$ cat src/rtl/pwm_pkg.sv
`default_nettype none
// +------------------------------------------------------------------------+
// | Package : pwm_pkg                                                      |
// | Purpose : Types and helpers shared by pwm_timebase and the config      |
// |           sequencer: FSM state encoding, period sanitising and duty    |
// |           clamping.                                                    |
// | Ports   : none (package)                                               |
// | Rev     : 1.0  initial release                                         |
// +------------------------------------------------------------------------+
package pwm_pkg;

   // Helpers work on a wide value type so that any CNT_WIDTH up to 64 can
   // share them; callers zero-extend on the way in and truncate on the way out.
   localparam int unsigned PWM_VAL_W = 64;
   typedef logic [PWM_VAL_W-1:0] pwm_val_t;

   typedef enum logic [1:0] {
      IDLE    = 2'd0,
      RUN     = 2'd1,
      PENDING = 2'd2
   } pwm_seq_state_t;

   // 0 selects the default period; 1 is bumped to 2 because a single-cycle
   // period would leave no room for a low phase.
   function automatic pwm_val_t pwm_period_eff(input pwm_val_t raw, input pwm_val_t dflt);
      pwm_val_t r;
      if (raw == '0)
         r = dflt;
      else if (raw == pwm_val_t'(1))
         r = pwm_val_t'(2);
      else
         r = raw;
      return r;
   endfunction

   // duty == period means 100% high; anything larger saturates there.
   function automatic pwm_val_t pwm_duty_clamp(input pwm_val_t duty, input pwm_val_t period);
      return (duty > period) ? period : duty;
   endfunction

endpackage
`default_nettype wire

$ cat src/rtl/pwm_cfg_sequencer_if.sv
`default_nettype none
// +------------------------------------------------------------------------+
// | Interface : pwm_cfg_sequencer_if                                       |
// | Purpose   : Valid/ready configuration port of pwm_cfg_sequencer.       |
// | Signals   : cfg_valid  - new config offered (master -> slave)          |
// |             cfg_ready  - config accepted this cycle (slave -> master)  |
// |             cfg_period - requested period, raw                         |
// |             cfg_duty   - per-channel high time, ch i at [i*W +: W]     |
// |             cfg_run    - 1 = run after commit, 0 = stop                |
// | Rev       : 1.0  initial release                                       |
// +------------------------------------------------------------------------+
interface pwm_cfg_sequencer_if #(
   parameter int unsigned CNT_WIDTH = 32,
   parameter int unsigned NUM_CH    = 4
) ();
   logic                        cfg_valid;
   logic                        cfg_ready;
   logic [CNT_WIDTH-1:0]        cfg_period;
   logic [NUM_CH*CNT_WIDTH-1:0] cfg_duty;
   logic                        cfg_run;

   modport master (
      output cfg_valid, cfg_period, cfg_duty, cfg_run,
      input  cfg_ready
   );

   modport slave (
      input  cfg_valid, cfg_period, cfg_duty, cfg_run,
      output cfg_ready
   );
endinterface
`default_nettype wire

$ cat src/rtl/pwm_shadow_reg.sv
`default_nettype none
// +------------------------------------------------------------------------+
// | Module  : pwm_shadow_reg                                               |
// | Purpose : Shadow/active register pair. The shadow captures a value     |
// |           ahead of time; the active copy changes only on commit (from  |
// |           the shadow) or on a direct load (from d).                    |
// | Ports   : clk, rst_n    - clock, async active-low reset                |
// |           load_shadow   - shadow <= d                                  |
// |           commit        - active <= shadow                             |
// |           load_direct   - active <= d (wins over commit)               |
// |           d             - input value                                  |
// |           active_q      - active value                                 |
// | Rev     : 1.0  initial release                                         |
// +------------------------------------------------------------------------+
module pwm_shadow_reg #(
   parameter int unsigned          WIDTH     = 32,
   parameter logic [WIDTH-1:0]     RESET_VAL = '0
) (
   input  logic             clk,
   input  logic             rst_n,
   input  logic             load_shadow,
   input  logic             commit,
   input  logic             load_direct,
   input  logic [WIDTH-1:0] d,
   output logic [WIDTH-1:0] active_q
);
   logic [WIDTH-1:0] shadow_q;
   logic [WIDTH-1:0] shadow_d;
   logic [WIDTH-1:0] active_d;

   always_comb begin
      shadow_d = shadow_q;
      active_d = active_q;
      if (load_shadow)
         shadow_d = d;
      if (load_direct)
         active_d = d;
      else if (commit)
         active_d = shadow_q;
   end

   always_ff @(posedge clk or negedge rst_n) begin
      if (!rst_n) begin
         shadow_q <= '0;
         active_q <= RESET_VAL;
      end else begin
         shadow_q <= shadow_d;
         active_q <= active_d;
      end
   end
endmodule
`default_nettype wire

$ cat src/rtl/pwm_cfg_sequencer.sv
`default_nettype none
// +------------------------------------------------------------------------+
// | Module  : pwm_cfg_sequencer                                            |
// | Purpose : Owns period/duty/run configuration of one pwm_timebase and   |
// |           its duty comparators. Settings arriving while stopped apply  |
// |           on the next clock; settings arriving while running wait in   |
// |           shadow registers and commit at a period_end boundary, so no  |
// |           period is ever truncated.                                    |
// | Ports   : clk, rst_n        - clock, async active-low reset            |
// |           cfg (slave)       - valid/ready config port                  |
// |           period_end        - last count of period, from timebase      |
// |           tb_enable         - timebase enable                          |
// |           tb_period_cycles  - effective active period                  |
// |           duty_active       - effective active duties, clamped         |
// |           pending           - shadow loaded, waiting for boundary      |
// |           commit_pulse      - 1-cycle strobe while new values are live |
// | Rev     : 1.0  initial release                                         |
// +------------------------------------------------------------------------+
module pwm_cfg_sequencer
   import pwm_pkg::*;
#(
   parameter int unsigned CNT_WIDTH             = 32,
   parameter int unsigned NUM_CH                = 4,
   parameter int unsigned DEFAULT_PERIOD_CYCLES = 5000
) (
   input  logic                        clk,
   input  logic                        rst_n,
   pwm_cfg_sequencer_if.slave          cfg,
   input  logic                        period_end,
   output logic                        tb_enable,
   output logic [CNT_WIDTH-1:0]        tb_period_cycles,
   output logic [NUM_CH*CNT_WIDTH-1:0] duty_active,
   output logic                        pending,
   output logic                        commit_pulse
);
   localparam logic [CNT_WIDTH-1:0] RST_PERIOD = CNT_WIDTH'(DEFAULT_PERIOD_CYCLES);

   pwm_seq_state_t state_q, state_d;
   logic ready_q, ready_d;
   logic pending_q, pending_d;
   logic commit_q, commit_d;
   logic pend_run_q, pend_run_d;   // run bit of the waiting config, picks RUN/IDLE at commit

   logic accept;
   logic load_direct;
   logic load_shadow;
   logic commit;

   logic [CNT_WIDTH-1:0]        period_eff;
   logic [NUM_CH*CNT_WIDTH-1:0] duty_eff;

   assign accept = cfg.cfg_valid & ready_q;

   // Sanitised on the way in so shadow and active copies only ever hold legal values.
   assign period_eff = CNT_WIDTH'(pwm_period_eff(pwm_val_t'(cfg.cfg_period),
                                                 pwm_val_t'(DEFAULT_PERIOD_CYCLES)));

   always_comb begin
      state_d     = state_q;
      pending_d   = pending_q;
      pend_run_d  = pend_run_q;
      load_direct = 1'b0;
      load_shadow = 1'b0;
      commit      = 1'b0;
      case (state_q)
         IDLE: begin
            // Timebase is stopped, so updating active values now cannot glitch.
            if (accept) begin
               load_direct = 1'b1;
               state_d     = cfg.cfg_run ? RUN : IDLE;
            end
         end
         RUN: begin
            // A period_end on this same edge is deliberately ignored: the
            // commit waits a whole period, decided in PENDING from the next edge.
            if (accept) begin
               load_shadow = 1'b1;
               pending_d   = 1'b1;
               pend_run_d  = cfg.cfg_run;
               state_d     = PENDING;
            end
         end
         PENDING: begin
            if (period_end) begin
               commit    = 1'b1;
               pending_d = 1'b0;
               state_d   = pend_run_q ? RUN : IDLE;
            end
         end
         default: begin
            state_d   = IDLE;
            pending_d = 1'b0;
         end
      endcase
      ready_d  = (state_d != PENDING);
      commit_d = load_direct | commit;
   end

   always_ff @(posedge clk or negedge rst_n) begin
      if (!rst_n) begin
         state_q    <= IDLE;
         ready_q    <= 1'b0;
         pending_q  <= 1'b0;
         commit_q   <= 1'b0;
         pend_run_q <= 1'b0;
      end else begin
         state_q    <= state_d;
         ready_q    <= ready_d;
         pending_q  <= pending_d;
         commit_q   <= commit_d;
         pend_run_q <= pend_run_d;
      end
   end

   assign cfg.cfg_ready = ready_q;
   assign pending       = pending_q;
   assign commit_pulse  = commit_q;

   pwm_shadow_reg #(
      .WIDTH     (CNT_WIDTH),
      .RESET_VAL (RST_PERIOD)
   ) u_period (
      .clk         (clk),
      .rst_n       (rst_n),
      .load_shadow (load_shadow),
      .commit      (commit),
      .load_direct (load_direct),
      .d           (period_eff),
      .active_q    (tb_period_cycles)
   );

   pwm_shadow_reg #(
      .WIDTH     (1),
      .RESET_VAL (1'b0)
   ) u_run (
      .clk         (clk),
      .rst_n       (rst_n),
      .load_shadow (load_shadow),
      .commit      (commit),
      .load_direct (load_direct),
      .d           (cfg.cfg_run),
      .active_q    (tb_enable)
   );

   generate
      for (genvar i = 0; i < NUM_CH; i++) begin : g_ch
         assign duty_eff[i*CNT_WIDTH +: CNT_WIDTH] =
            CNT_WIDTH'(pwm_duty_clamp(pwm_val_t'(cfg.cfg_duty[i*CNT_WIDTH +: CNT_WIDTH]),
                                      pwm_val_t'(period_eff)));

         pwm_shadow_reg #(
            .WIDTH     (CNT_WIDTH),
            .RESET_VAL ('0)
         ) u_duty (
            .clk         (clk),
            .rst_n       (rst_n),
            .load_shadow (load_shadow),
            .commit      (commit),
            .load_direct (load_direct),
            .d           (duty_eff[i*CNT_WIDTH +: CNT_WIDTH]),
            .active_q    (duty_active[i*CNT_WIDTH +: CNT_WIDTH])
         );
      end
   endgenerate
endmodule
`default_nettype wire

$ cat src/flat_wrapper.sv
// flat-port wrapper written by rule: the top's interface ports become plain ports
module pwm_cfg_sequencer_flat import pwm_pkg::*;
#(
   parameter int unsigned CNT_WIDTH             = 32,
   parameter int unsigned NUM_CH                = 4,
   parameter int unsigned DEFAULT_PERIOD_CYCLES = 5000
)
  (clk, rst_n, period_end, tb_enable, tb_period_cycles, duty_active, pending, commit_pulse, cfg_cfg_valid, cfg_cfg_period, cfg_cfg_duty, cfg_cfg_run, cfg_cfg_ready);
  pwm_cfg_sequencer_if #(.CNT_WIDTH(CNT_WIDTH), .NUM_CH(NUM_CH)) cfg_i ();
  input  logic clk;
  input  logic rst_n;
  input  logic period_end;
  output logic tb_enable;
  output logic [CNT_WIDTH-1:0] tb_period_cycles;
  output logic [NUM_CH*CNT_WIDTH-1:0] duty_active;
  output logic pending;
  output logic commit_pulse;
  input wire logic [$bits(cfg_i.cfg_valid)-1:0] cfg_cfg_valid;
  input wire logic [$bits(cfg_i.cfg_period)-1:0] cfg_cfg_period;
  input wire logic [$bits(cfg_i.cfg_duty)-1:0] cfg_cfg_duty;
  input wire logic [$bits(cfg_i.cfg_run)-1:0] cfg_cfg_run;
  output wire logic [$bits(cfg_i.cfg_ready)-1:0] cfg_cfg_ready;
  assign cfg_i.cfg_valid = cfg_cfg_valid;
  assign cfg_i.cfg_period = cfg_cfg_period;
  assign cfg_i.cfg_duty = cfg_cfg_duty;
  assign cfg_i.cfg_run = cfg_cfg_run;
  assign cfg_cfg_ready = cfg_i.cfg_ready;
  pwm_cfg_sequencer #(.CNT_WIDTH(CNT_WIDTH), .NUM_CH(NUM_CH), .DEFAULT_PERIOD_CYCLES(DEFAULT_PERIOD_CYCLES)) u_core (.clk(clk), .rst_n(rst_n), .cfg(cfg_i), .period_end(period_end), .tb_enable(tb_enable), .tb_period_cycles(tb_period_cycles), .duty_active(duty_active), .pending(pending), .commit_pulse(commit_pulse));
endmodule
$ cat config.mk
export PLATFORM = sky130hd
export DESIGN_NAME = pwm_cfg_sequencer_flat
export DESIGN_NICKNAME = d
export VERILOG_FILES = /design/src/rtl/pwm_pkg.sv /design/src/rtl/pwm_cfg_sequencer_if.sv /design/src/rtl/pwm_shadow_reg.sv /design/src/rtl/pwm_cfg_sequencer.sv /design/src/flat_wrapper.sv
export SDC_FILE = /design/constraint.sdc
export NUM_CORES = 1
export LEC_CHECK = 0
export BUFFER_PORTS_ARGS = -buffer_cell sky130_fd_sc_hd__buf_2
export CORE_MARGIN = 2
export CORE_UTILIZATION = 62
export CTS_BUF_LIST = sky130_fd_sc_hd__clkbuf_4 sky130_fd_sc_hd__clkbuf_8
export CTS_CLUSTER_SIZE = 30
export DETAILED_ROUTE_END_ITERATION = 7
export PLACE_DENSITY = 0.88
export SYNTH_ARGS = -nofsm -noshare
export SYNTH_HDL_FRONTEND = slang
export SYNTH_SLANG_ARGS = --single-unit
export TNS_END_PERCENT = 50
$ cat constraint.sdc
create_clock -name clk -period 5.62 [get_ports clk]
set_clock_uncertainty 0.15 [all_clocks]
set_input_delay 1.124 -clock clk [delete_from_list [all_inputs] [get_ports clk]]
set_output_delay 1.124 -clock clk [all_outputs]
set_load 0.005 [all_outputs]
; Yosys cells after proc, flatten, opt, wreduce, memory -nomap -nowiden
; Index checks and enable logic that the tools add are counted.
[totals]
input_bits = 165
wordCells = 67
ff_bits = 328
output_inout_bits = 164
[classes]
n_mux = 32
eq_ne = 6
reduce_logical = 5
bitwise = 3
magnitude_cmp = 4
[ops]
columns = operator, count
row1 = 2-to-1 mux 32 bit, 16
row2 = greater-than comparator 32 bit, 4
row3 = == test 32 x 1 -> 1 bit (second input constant), 1
row4 = zero test 32 bit, 1
row5 = 2-to-1 mux 1 bit, 11
row6 = 2-to-1 mux 2 bit, 3
row7 = one-hot mux 2 bit (3 select lines), 1
row8 = inequality test 2 bit (second input constant), 2
row9 = one-hot mux 1 bit (3 select lines), 1
row10 = AND reduction 3 bit, 1
row11 = == test 2 x 1 -> 1 bit (second input constant), 1
row12 = == test 2 bit (second input constant), 1
row13 = zero test 2 bit, 1
row14 = inequality test 2 x 1 -> 1 bit (second input constant), 1
row15 = AND reduction 2 bit, 1
row16 = nonzero test 2 bit, 1
row17 = bitwise AND 1 bit, 1
row18 = NOT 1 bit, 1
row19 = OR 1 bit, 1

; Logic depth before layout (Yosys ltp)
[logic_depth]
word_depth = 6
depth_mapped = 15

; Modules after synthesis
; From an unflattened synthesis, not the netlist that was laid out.
[hier_totals]
cells_unflattened = 1624
area_unflattened_um2 = 19421.1
[by_module_without_submodules]
columns = module, area_each_um2, n_inst, cells_per_inst, seq_area_each_um2
row1 = pwm_shadow_reg (u_core.g_ch[0].u_duty ...), 2857.7, 4, 207, 1601.5
row2 = pwm_cfg_sequencer, 5042.3, 1, 583, 150.1
row3 = pwm_shadow_reg (u_core.u_period), 2864.0, 1, 207, 1607.8
row4 = pwm_shadow_reg (u_core.u_run), 83.8, 1, 6, 50.0

; Worst setup path after synthesis
; OpenSTA, ideal clock, no wires.
[synth_path]
kind = input port to flip-flop
from = in cfg_cfg_period[22]
to = reg u_core.g_ch[2].u_duty.active_q[16]
path_slack_ns = 1.152
required_ns = 5.338
arrival_ns = 4.186
setup_time_ns = 0.132
cell_stages = 14
cell_sequence = nor4_1 > nand4_1 > nor4_2 > or2_2 > inv_1 > ha_1 > nand4_1 > or4_1 > o21ai_1 > a2bb2oi_2 > buf_6 > buf_8 > mux2i_1 > o21ai_1
[synth_via]
elab_chain_cells = 6
[synth_rtl]
columns = item, line
row1 = start: declaration, flat_wrapper.sv:19  ; input wire logic [$bits(cfg_i.cfg_period)-1:0] cfg_cfg_period;
row2 = == test 32 x 1 -> 1 bit, pwm_pkg.sv:29  ; else if (raw == pwm_val_t'(1))
row3 = 2-to-1 mux 32 bit, pwm_pkg.sv:29
row4 = 2-to-1 mux 32 bit (*), pwm_pkg.sv:27  ; if (raw == '0)
row5 = greater-than comparator 32 bit, pwm_pkg.sv:38  ; return (duty > period) ? period : duty;
row6 = 2-to-1 mux 32 bit (*), pwm_pkg.sv:38
row7 = 2-to-1 mux 32 bit (*), pwm_shadow_reg.sv:36  ; if (load_direct)
row8 = end signal: assignment, pwm_shadow_reg.sv:48  ; active_q <= active_d;
row9 = end: declaration, pwm_shadow_reg.sv:25  ; output logic [WIDTH-1:0] active_q
; Every way passes the cells marked *; elsewhere a longest branch is shown, timed or not.
; A chain may end at the register's enable or synchronous reset.

; Worst setup path after layout
[layout_path]
from = in cfg_cfg_period[14]
to = reg u_core.g_ch[3].u_duty.active_q[10]
[layout_via]
elab_chain_cells = 6
[layout_rtl]
columns = item, line
row1 = == test 32 x 1 -> 1 bit, pwm_pkg.sv:29
row2 = 2-to-1 mux 32 bit, pwm_pkg.sv:29
row3 = 2-to-1 mux 32 bit (*), pwm_pkg.sv:27
row4 = greater-than comparator 32 bit, pwm_pkg.sv:38
row5 = 2-to-1 mux 32 bit (*), pwm_pkg.sv:38
row6 = 2-to-1 mux 32 bit (*), pwm_shadow_reg.sv:36
row7 = end signal: assignment, pwm_shadow_reg.sv:48
row8 = end: declaration, pwm_shadow_reg.sv:25
; Marked as above.

==> metrics.md <==
| Metric | Value |
|---|---|
| Outcome | completed |
| Grt ovf | 0 |
| Residual DRC count | 0 |
| Global-route wire length before repair | 86500 µm |
| Synth Register Bits | 327 |
| CTS sink count | around 330 |
| Max-cap viol count | 0 |
| WS Path Type | in2reg |
| Critical path origin | cfg_cfg_period[14] |
| Leak | between 10 and 15 nW |
| Syn Nets | 2054 |
| Placed inst area | 19100 µm² |
| Hold depth | 2 |
| DRT iter0 DRCs | just under 2000 |
| Avg Cell Area, Syn | just under 10 µm² |
| ANT nets after route | 0 |
| Critical-path top delay cell | nor4_1 |
| Starting Density | 0.632 |
| Synth-to-layout area growth | 18.4% |
| Critical path data arrival time | 5.40 ns |
| CTS tree | built |
| Setup WS post-layout | 0.507 ns |
| Drt total wl | 57100 µm |
| Largest net degree at the start of global routing | 173 |
| Fin crit share | 0.910 |
| NumNets Final | 2359 |
| Crit start category | primary input |
| Cells after synthesis | 1761 |
| Crit path depth | 16 |
| Fmax | 196 MHz |
| Chip width | around 170 µm |
| CP Capture Type | flop |
| Reg2reg start | u_core.state_q[1] |
| Pre-antenna DRT Iters | 5 |
| I/O Pins | roughly 330 |
| Synth unique cells | 49 |
| Register-to-Register Path Depth | 5 |
| Post-CTS Setup Inserts | 0 |
| Clock transition at path regs | approximately 0.060 ns |
| Gr usage total | 0.390 |
| Max-slew violation count | 0 |
| IO Port Bufs | around 330 |
| Yosys warning count | 0 |
| Post-CTS Hold Buffers | 0 |
| H-tree levels | 2 |
| Buffers and inverters on the worst path | 5 |
| Least-Margin Pin Slew | 1.28 ns |
| Layout cells sized above 1 | 0.228 |
| Cell mode on critical path | buf_4 |
| Final GP Congestion | 1.02 |
| Die Span Y | 170 µm |
| Number of synthesized flops with an enable pin | 0 |
| Top cell family by delay on the critical path | simple AND/OR/NAND/NOR gates |
| FFs w/ async S/R, synth | 1.00 |
| Synth Cell Area | between 15000 and 20000 µm² |
| Post-route cell area | around 20000 µm² |
| Final setup vio count | 0 |
| Die area | 28900 µm² |
| Top FF cell, synth | dfrtp_1 |
| Dpl ws | between 0.06 and 0.07 ns |
| Rel. slew slack | 0.148 |
| Std cell rows | 60 |
| Final hold violations | 0 |
| Core area | 27000 µm² |
| Cell Pwr Density | 489 nW/µm² |
| Post-DR vias/cell | 6.41 |
| Wire per inst | approximately 23 µm |
| Hpwl dp | 40800 µm |
| Number of global-route vias before repair | 15500 |
| Hold path startpoint | u_core.u_period.active_q[29] |
| Clk Latency, worst-skew pair | about 0.58 ns |
| Critical-path cell list | buf_2 > nor4_1 > nand4_1 > nor4_2 > buf_4 > or2_2 > inv_1 > buf_4 > ha_1 > nand4_1 > nor4_1 > nor2b_1 > a22oi_2 > buf_4 > mux2i_1 > o21ai_1 |
| Period minus WS final | 5.11 ns |
| Worst Path Required | 5.91 ns |
| Fin Setup TNS | 0 ns |
| Post-CTS resize count | 0 |
| Initial antenna violation count | 14 |
| RSZ-0062 raised after global routing | no |
| Clock buffer depth | 3 |
| Via Count | approximately 16000 |
| Root buffer cell | clkbuf_8 |
| Crit-path max cell delay | around 0.63 ns |
| Peak supply drop | 0.000334 V |
| Sequential-to-total area share from yosys stat | 0.480 |
| Worst hold path type | reg2reg |
| Critical Path Fanout Max | 12 |
| CTS Buf Count | between 50 and 60 |
## layout make-up
cell class | instances | area [µm²]
Clock inverter | 11 | 60.1
Fill cell | 1988 | 6810
Antenna cell | 9 | 22.5
Timing Repair Buffer | 366 | 2060
Inverter | 37 | 139
Clock buffer | 84 | 1080
Tap cell | 341 | 427
Sequential cell | 327 | 8190
Multi-Input combinational cell | 1280 | 8240
## power breakdown
part | leakage [nW] | switching, mW | internal, mW
sequential | 4.06 | 0.649 | 3.49
clock | 0.608 | 0.971 | 1.22
combinational | 5.88 | 2.11 | 1.46
total | 10.5 | 3.73 | 6.17
## cells by family (layout without fill, tap and decap cells)
kind of cell	Yosys count	in the layout	synth area share
AOI/OAI and AO/OA	552	552	0.181
and+or+nand+nor	480	480	0.134
DFF	327	327	0.480
buffers and inverters	154	498	0.0413
adders and majority gates	128	128	0.0938
muxes	120	120	0.0704
other	0	9	0
## cells in the final DEF, fill, tap and decap left out, types with 12 or more instances in the layout
cell / n
a21oi_1: 155
a22oi_1: 52
and3_1: 106
buf_2: 327
buf_4: 28
clkbuf_4: 12
clkbuf_8: 72
dfrtp_1: 322
ha_1: 128
inv_1: 37
mux2i_1: 120
nand2_1: 254
nand3_1: 35
nand4_1: 26
nor2_1: 16
nor4_1: 12
o211ai_1: 21
o21ai_0: 162
o21ai_1: 123
## state kept, by name, indices dropped and copies added, names as in the netlist
name / count
u_core.g_ch.u_duty.active_q: 128
u_core.u_run.shadow_q: 1
u_core.state_q: 2
u_core.u_period.shadow_q: 32
u_core.u_period.active_q: 32
u_core.g_ch.u_duty.shadow_q: 128
u_core.cfg.cfg_ready: 1
u_core.pending: 1
u_core.commit_pulse: 1
u_core.u_run.active_q: 1
## per-layer routing
metal	vias up	track usage	share of wire
met5	-	0	0.0014
met4	12	0.204	0.059
met3	206	0.0979	0.10
met2	972	0.626	0.46
met1	7545	0.491	0.38
li1	6995	-	-
## worst paths after layout
kind | endpoint | slack [ns]
hold reg to reg | u_core.u_period.active_q[29] | 0.32
setup / recovery | u_core.g_ch[3].u_duty.active_q[10] | 0.51
setup reg to reg | u_core.g_ch[3].u_duty.active_q[12] | 2.54
max in group asynchronous | u_core.g_ch[0].u_duty.shadow_q[4] | 3.71
hold / removal | u_core.u_period.active_q[29] | 0.32
min in group asynchronous | u_core.g_ch[2].u_duty.shadow_q[22] | 0.47
## Yosys cell counts (2+ instances only)
library cell,instances,share of area
dfrtp_1,322,0.47
nand2_1,255,0.056
o21ai_0,162,0.048
a21oi_1,155,0.045
ha_1,128,0.094
o21ai_1,123,0.036
mux2i_1,120,0.070
and3_1,106,0.039
clkbuf_1,97,0.021
a22oi_1,52,0.023
inv_1,37,0.0081
nand3_1,35,0.010
nand4_1,26,0.0095
o211ai_1,21,0.0092
nor2_1,18,0.0040
nor4_1,12,0.0044
a21o_1,9,0.0040
nor2b_1,7,0.0026
dfstp_2,5,0.0077
nor3_1,5,0.0015
a221o_1,4,0.0023
a221oi_1,4,0.0021
buf_1,4,0.00088
buf_12,4,0.0047
buf_2,4,0.0012
o22ai_1,4,0.0015
or2_2,4,0.0015
a2111o_1,3,0.0020
a211oi_1,3,0.0013
buf_4,3,0.0013
buf_6,3,0.0020
a2111oi_0,2,0.0010
a21boi_0,2,0.00088
a22oi_2,2,0.0015
a31oi_1,2,0.00073
and4_1,2,0.0010
buf_8,2,0.0018
nand2b_1,2,0.00073
or3_1,2,0.00073
## through the flow
stage                     hold WS, ns   util  cells  total power, mW
final                           0.320  0.748   2455             9.90
after global routing            0.346  0.748   2449             10.5
after CTS                       0.323  0.747   2446             9.86
after detailed placement        0.307  0.705   2351             7.66
after global placement          0.305  0.705   2351             7.45
after floorplan                 0.297      -   1761             6.14
## worst min-delay path: cells and delay by family, from the launching register on
kind / cells / cell delay [ns]
flip-flops: 1 / 0.34
AND/OR/NAND/NOR: 2 / 0.10
(Power assumes the default switching activity.)
